File: src/rtl/piso_bit_serializer_if.sv
`default_nettype none
// ============================================================================
//  Module   : piso_bit_serializer_if
//  Purpose  : Load handshake and serial output bundle for piso_bit_serializer.
//  Signals  : data_in    [WIDTH] parallel word offered by the source
//             load_valid          data_in is valid
//             load_ready          serializer can take a word this cycle
//             ser_out             serial bit to the downstream detector
//             ser_valid           ser_out carries a data bit (0 = idle fill)
//             last                final bit of a word is on ser_out
//             busy                shifter active or holding register full
//  Modports : master = word source / bit sink, slave = serializer
//  Revision : 1.0  initial release
// ============================================================================
interface piso_bit_serializer_if #(
  parameter int WIDTH = 8
) ();
  logic [WIDTH-1:0] data_in;
  logic             load_valid;
  logic             load_ready;
  logic             ser_out;
  logic             ser_valid;
  logic             last;
  logic             busy;

  modport master (
    output data_in,
    output load_valid,
    input  load_ready,
    input  ser_out,
    input  ser_valid,
    input  last,
    input  busy
  );

  modport slave (
    input  data_in,
    input  load_valid,
    output load_ready,
    output ser_out,
    output ser_valid,
    output last,
    output busy
  );
endinterface
`default_nettype wire

File: src/rtl/piso_bit_serializer.sv
`default_nettype none
// ============================================================================
//  Module   : piso_bit_serializer
//  Purpose  : Parallel-in / serial-out stage with a one-word holding register.
//             Words stream back to back with no gap bits; while nothing is
//             being shifted the serial line carries IDLE_BIT.
//  Ports    : clk    rising-edge clock
//             reset  asynchronous active-low reset (0 = reset)
//             bus    piso_bit_serializer_if.slave (handshake + serial output)
//  Params   : WIDTH (>=2), MSB_FIRST (1 = bit WIDTH-1 first), IDLE_BIT
//  Revision : 1.0  initial release
// ============================================================================
module piso_bit_serializer #(
  parameter int WIDTH     = 8,
  parameter bit MSB_FIRST = 1'b1,
  parameter bit IDLE_BIT  = 1'b0
) (
  input  wire logic              clk,
  input  wire logic              reset,
  piso_bit_serializer_if.slave   bus
);

  localparam int                 C_CNT_W = $clog2(WIDTH);
  localparam logic [C_CNT_W-1:0] C_LAST  = C_CNT_W'(WIDTH - 1);
  localparam logic [C_CNT_W-1:0] C_ONE   = C_CNT_W'(1);

  typedef enum logic [0:0] {
    ST_IDLE  = 1'b0,
    ST_SHIFT = 1'b1
  } state_t;

  state_t             r_state;
  logic [WIDTH-1:0]   r_shift_reg;
  logic [C_CNT_W-1:0] r_bit_cnt;
  logic [WIDTH-1:0]   r_hold_reg;
  logic               r_hold_full;

  logic               w_accept;
  logic               w_out_bit;
  logic [WIDTH-1:0]   w_shift_next;
  logic               w_ser_valid;

  // The hold register is the only thing that can refuse a word: the shifter
  // itself never back-pressures because an accepted word either bypasses
  // into it or parks in the hold register.
  assign w_accept = bus.load_valid && !r_hold_full;

  // Output end of the shift register and the value after one shift step.
  if (MSB_FIRST) begin : g_msb_first
    assign w_out_bit    = r_shift_reg[WIDTH-1];
    assign w_shift_next = {r_shift_reg[WIDTH-2:0], 1'b0};
  end else begin : g_lsb_first
    assign w_out_bit    = r_shift_reg[0];
    assign w_shift_next = {1'b0, r_shift_reg[WIDTH-1:1]};
  end

  always_ff @(posedge clk or negedge reset) begin
    if (!reset) begin
      r_state     <= ST_IDLE;
      r_shift_reg <= '0;
      r_bit_cnt   <= '0;
      r_hold_reg  <= '0;
      r_hold_full <= 1'b0;
    end else if (r_state == ST_SHIFT) begin
      if (r_bit_cnt < C_LAST) begin
        // Mid-word: keep shifting, park any new word in the hold register.
        r_shift_reg <= w_shift_next;
        r_bit_cnt   <= r_bit_cnt + C_ONE;
        if (w_accept) begin
          r_hold_reg  <= bus.data_in;
          r_hold_full <= 1'b1;
        end
      end else if (r_bit_cnt == C_LAST) begin
        // Final bit on the line: chain the next word in without a gap.
        // A held word has priority; load_ready is low while it is held, so
        // no new word can arrive on the same edge.
        r_bit_cnt <= '0;
        if (r_hold_full) begin
          r_shift_reg <= r_hold_reg;
          r_hold_full <= 1'b0;
        end else if (w_accept) begin
          r_shift_reg <= bus.data_in;
        end else begin
          r_state <= ST_IDLE;
        end
      end else begin
        // Counter encodings beyond WIDTH-1 only exist for non-power-of-2
        // widths; recover to IDLE and keep any accepted word.
        r_state   <= ST_IDLE;
        r_bit_cnt <= '0;
        if (w_accept) begin
          r_hold_reg  <= bus.data_in;
          r_hold_full <= 1'b1;
        end
      end
    end else begin
      // IDLE: a word left in the hold register (only after counter
      // recovery) goes first, otherwise a new word bypasses straight in.
      r_bit_cnt <= '0;
      if (r_hold_full) begin
        r_shift_reg <= r_hold_reg;
        r_hold_full <= 1'b0;
        r_state     <= ST_SHIFT;
      end else if (w_accept) begin
        r_shift_reg <= bus.data_in;
        r_state     <= ST_SHIFT;
      end
    end
  end

  // All outputs decode registered state only.
  assign w_ser_valid    = (r_state == ST_SHIFT);
  assign bus.ser_valid  = w_ser_valid;
  assign bus.ser_out    = w_ser_valid ? w_out_bit : IDLE_BIT;
  assign bus.last       = w_ser_valid && (r_bit_cnt == C_LAST);
  assign bus.busy       = w_ser_valid || r_hold_full;
  assign bus.load_ready = !r_hold_full;

endmodule
`default_nettype wire
File: src/flat_wrapper.sv
// flat-port wrapper written by rule: the top's interface ports become plain ports
module piso_bit_serializer_flat 
#(
  parameter int WIDTH     = 8,
  parameter bit MSB_FIRST = 1'b1,
  parameter bit IDLE_BIT  = 1'b0
)
  (clk, reset, bus_data_in, bus_load_valid, bus_load_ready, bus_ser_out, bus_ser_valid, bus_last, bus_busy);
  piso_bit_serializer_if #(.WIDTH(WIDTH)) bus_i ();
  input  wire logic clk;
  input  wire logic reset;
  input wire logic [$bits(bus_i.data_in)-1:0] bus_data_in;
  input wire logic [$bits(bus_i.load_valid)-1:0] bus_load_valid;
  output wire logic [$bits(bus_i.load_ready)-1:0] bus_load_ready;
  output wire logic [$bits(bus_i.ser_out)-1:0] bus_ser_out;
  output wire logic [$bits(bus_i.ser_valid)-1:0] bus_ser_valid;
  output wire logic [$bits(bus_i.last)-1:0] bus_last;
  output wire logic [$bits(bus_i.busy)-1:0] bus_busy;
  assign bus_i.data_in = bus_data_in;
  assign bus_i.load_valid = bus_load_valid;
  assign bus_load_ready = bus_i.load_ready;
  assign bus_ser_out = bus_i.ser_out;
  assign bus_ser_valid = bus_i.ser_valid;
  assign bus_last = bus_i.last;
  assign bus_busy = bus_i.busy;
  piso_bit_serializer #(.WIDTH(WIDTH), .MSB_FIRST(MSB_FIRST), .IDLE_BIT(IDLE_BIT)) u_core (.clk(clk), .reset(reset), .bus(bus_i));
endmodule
File: config.mk
export PLATFORM = sky130hd
export DESIGN_NAME = piso_bit_serializer_flat
export DESIGN_NICKNAME = d
export VERILOG_FILES = /design/src/rtl/piso_bit_serializer_if.sv /design/src/rtl/piso_bit_serializer.sv /design/src/flat_wrapper.sv
export SDC_FILE = /design/constraint.sdc
export NUM_CORES = 1
export LEC_CHECK = 0
export ABC_AREA = 1
export CAP_MARGIN = 20
export CORE_MARGIN = 1.5
export CORE_UTILIZATION = 35
export CTS_BUF_LIST = sky130_fd_sc_hd__clkbuf_16
export CTS_CLUSTER_DIAMETER = 60
export DETAILED_ROUTE_END_ITERATION = 16
export PLACE_DENSITY = 0.67
export SYNTH_ARGS = -nofsm -noshare
export SYNTH_HDL_FRONTEND = slang
export SYNTH_SLANG_ARGS = --single-unit
File: constraint.sdc
create_clock -name clk -period 2 [get_ports clk]
set_clock_uncertainty 0.05 [all_clocks]
set_input_delay 0.2 -clock clk [delete_from_list [all_inputs] [get_ports clk]]
set_output_delay 0.2 -clock clk [all_outputs]
set_load 0.05 [all_outputs]
==> results.sh <==
export IMPL_run_status="finished clean"
export IMPL_cts_buffers=3
export IMPL_max_cap_violations=0
export IMPL_drive_gt1_share_pct=13.2
export IMPL_clkSlewWorstSetupHoldPaths_ps=60
export IMPL_regToRegStartpoint="u_core.r_bit_cnt[0]"
export IMPL_initialDrtViolationCount=30
export IMPL_post_synth_main_area_contributors="sky130_fd_sc_hd__dfrtp_1 (45%), sky130_fd_sc_hd__nand2_1 (21%), sky130_fd_sc_hd__inv_1 (6.8%)"
export IMPL_layout_cell_area_non_filler_sq_um=1470
export IMPL_layout_cells_non_filler=218
export IMPL_io_pin_count=16
export IMPL_floorplan_initialDensity_pct=37.4
export IMPL_crit_path_start="u_core.r_bit_cnt[0]"
export IMPL_insertion_delay_ps=250
export IMPL_globalRouteOverflowTotal=0
export IMPL_die_area_sq_um=3670
export IMPL_final_net_count=188
export IMPL_worstPathArrival_ps=1390
export IMPL_hold_viol_final=0
export IMPL_n_antenna_cell=0
export IMPL_drc=0
export IMPL_setup_slack_placement_ps=429
export IMPL_hold_ws_ps=241
export IMPL_clock_tree_root_cell="sky130_fd_sc_hd__clkbuf_16"
export IMPL_route_final_wire_length_mm=2.39
export IMPL_worst_setup_path_type="flip-flop to output pin"
export IMPL_cts_sinks=21
export IMPL_area_delta_synth_final_pct=26.8
export IMPL_timing_critical_path_fanout_max=4
export IMPL_achievable_frequency_ghz=0.608
export IMPL_post_route_period_util_pct=82.2
export IMPL_hold_class="primary input to async pin"
export IMPL_worst_setup_path_start_kind="flip-flop"
export IMPL_place_port_buffers=15
export IMPL_count_of_different_cell_masters_after_synthesis=16
export IMPL_period_needed_ps=1640
export IMPL_ff_to_ff_setup_slack_ps=450
export IMPL_max_clock_path_buffers=2
export IMPL_fraction_of_the_core_area_covered_by_cells_at_the_end_of_the_flow_pct=47.4
export IMPL_chipHeight_um=60.6
export IMPL_track_usage_pct=15.9
export IMPL_slew_headroom_pct=73.4
export IMPL_post_cts_setup_repair_buffer_count=0
export IMPL_avgSynthCellArea_sq_um=7.44
export IMPL_row_count=20
export IMPL_grt_max_degree=22
export IMPL_cts_resized=0
export IMPL_rsz_0062_raised_after_global_routing="false"
export IMPL_final_setup_tns_ps=0
export IMPL_syn_area_sq_um=1160
export IMPL_setup_violations=0
export IMPL_tritoncts="done"
export IMPL_gp_congestion=0.800
export IMPL_power_per_cell_area_nw_per_um2=1560
export IMPL_die_width_um=60.6
export IMPL_net_count_of_the_mapped_netlist=169
export IMPL_timing_max_transition_violations_final=0
export IMPL_wire_per_inst_um=11.0
export IMPL_crit_path_end="bus_last"
export IMPL_grt_first_pass_wirelength_mm=4.37
export IMPL_route_vias_total=995
export IMPL_multi_input_combinational_cell_area_sq_um=510
export IMPL_grt_pass1_vias=1008
export IMPL_reg2reg_depth=6
export IMPL_core_area_sq_um=3100
export IMPL_first_pass_iters=4
export IMPL_placement_cell_area_sq_um=1390
export IMPL_final_critical_path_setup_slack_ps=356
export IMPL_cellLeakagePower_nw=0.807
export IMPL_synth_largest_area_cell="sky130_fd_sc_hd__dfrtp_1"
export IMPL_layout_area_seq_sq_um=526
export IMPL_drtAntennaViolNets=0
export IMPL_synth_top_cell_area_share_pct=45.3
export IMPL_postCtsHoldBufs=0
export IMPL_vdd_ir_drop_max_mv=0.730
export IMPL_route_detailed_vias_per_inst=4.56
export IMPL_clock_tree_htree_level_count=1
export IMPL_syn_instance_count=156
export IMPL_grt_antenna_before_repair=0
export IMPL_placed_cells=214
export IMPL_max_slew_worst_pin_slew_ps=400
export IMPL_power_mw=2.29
export IMPL_ys_warn_count=0
export IMPL_sequential_cell_area_fraction_in_the_yosys_report_pct=45.3
export IMPL_detailedPlacementHpwl_mm=1.79
export IMPL_critical_path_endpoint_type="output pin"
export IMPL_synth_seq_cells=21
export IMPL_nFillCells=319
export IMPL_required_ps=1750
export IMPL_rr_endpoint="u_core.r_hold_reg[7]"
==> synthesized netlist by cell type, drive strengths merged <==
cell type  instances
nand4              8
o21ai              1
nand3             16
dfrtp             21
ha                 2
nor2               8
and3               1
buf                4
inv               24
nand2             71
==> cell families (layout without fill, tap and decap cells) <==
group                    count (synthesis)  after routing  synth area share (%)
adder cells (fa/ha/maj)                  2              2                  2.16
buffers and inverters                   28             46                  10.7
flip-flops                              21             21                  45.3
AND/OR/NAND/NOR                        104            104                  41.4
AO/OA/AOI/OAI                            1              1                 0.431
==> power by group <==
group          internal [mW]  switching, mW  leakage [nW]
Clock                  0.266          0.151        0.0423
Sequential             0.623          0.159         0.256
Combinational          0.431          0.664         0.509
==> layer usage <==
metal  wire length (um)  share of wire [%]  vias to the layer above  global-route usage, %
li1                   -                  -                      522                      -
met1               1170                 49                      443                   20.9
met2               1100                 46                       27                   25.8
met3                 88                3.7                        3                   3.41
met4                 27                1.1                        0                   5.90
met5                  0                  0                        -                      0
==> critical path: stages, from the launching register on <==
cell	delay, ps
sky130_fd_sc_hd__dfrtp_1	420
sky130_fd_sc_hd__ha_1	220
sky130_fd_sc_hd__ha_1	220
sky130_fd_sc_hd__nand2_1	70
sky130_fd_sc_hd__inv_1	70
sky130_fd_sc_hd__buf_12	150
==> final cells by class <==
| class | instances | share of cell area (%) |
|---|---|---|
| Inverter | 24 | 6.13 |
| Clock buffer | 3 | 5.11 |
| Multi-Input combinational cell | 107 | 34.7 |
| Tap cell | 44 | 3.74 |
| Timing Repair Buffer | 18 | 14.3 |
| Sequential cell | 21 | 35.7 |
| Clock inverter | 1 | 0.255 |
==> layout by cell type (no fill, tap or decap), drive strengths merged <==
master         synthesis  final
dfrtp                 21     21
nand2                 71     71
ha                     2      2
o21ai                  1      1
inv                   24     25
nand4                  8      8
clkbuf                 0      3
and3                   1      1
nor2                   8      8
buf                    4      8
clkdlybuf4s50          0     10
nand3                 16     16
==> how the worst min path moves through the flow <==
stage                             to  cells past startpoint                 start  slack, ps
6_report        u_core.r_hold_reg[2]                      2                 reset        240
2_1_floorplan   u_core.bus.ser_valid                      0                 reset       -150
4_1_cts        u_core.r_shift_reg[5]                      2                 reset        250
3_5_place_dp    u_core.r_hold_reg[1]                      2  u_core.r_hold_reg[1]        410
5_1_grt         u_core.r_hold_reg[0]                      2                 reset        280
3_3_place_gp    u_core.r_hold_reg[2]                      2  u_core.r_hold_reg[2]        410
Note: power is estimated with default switching activity, not from simulation.
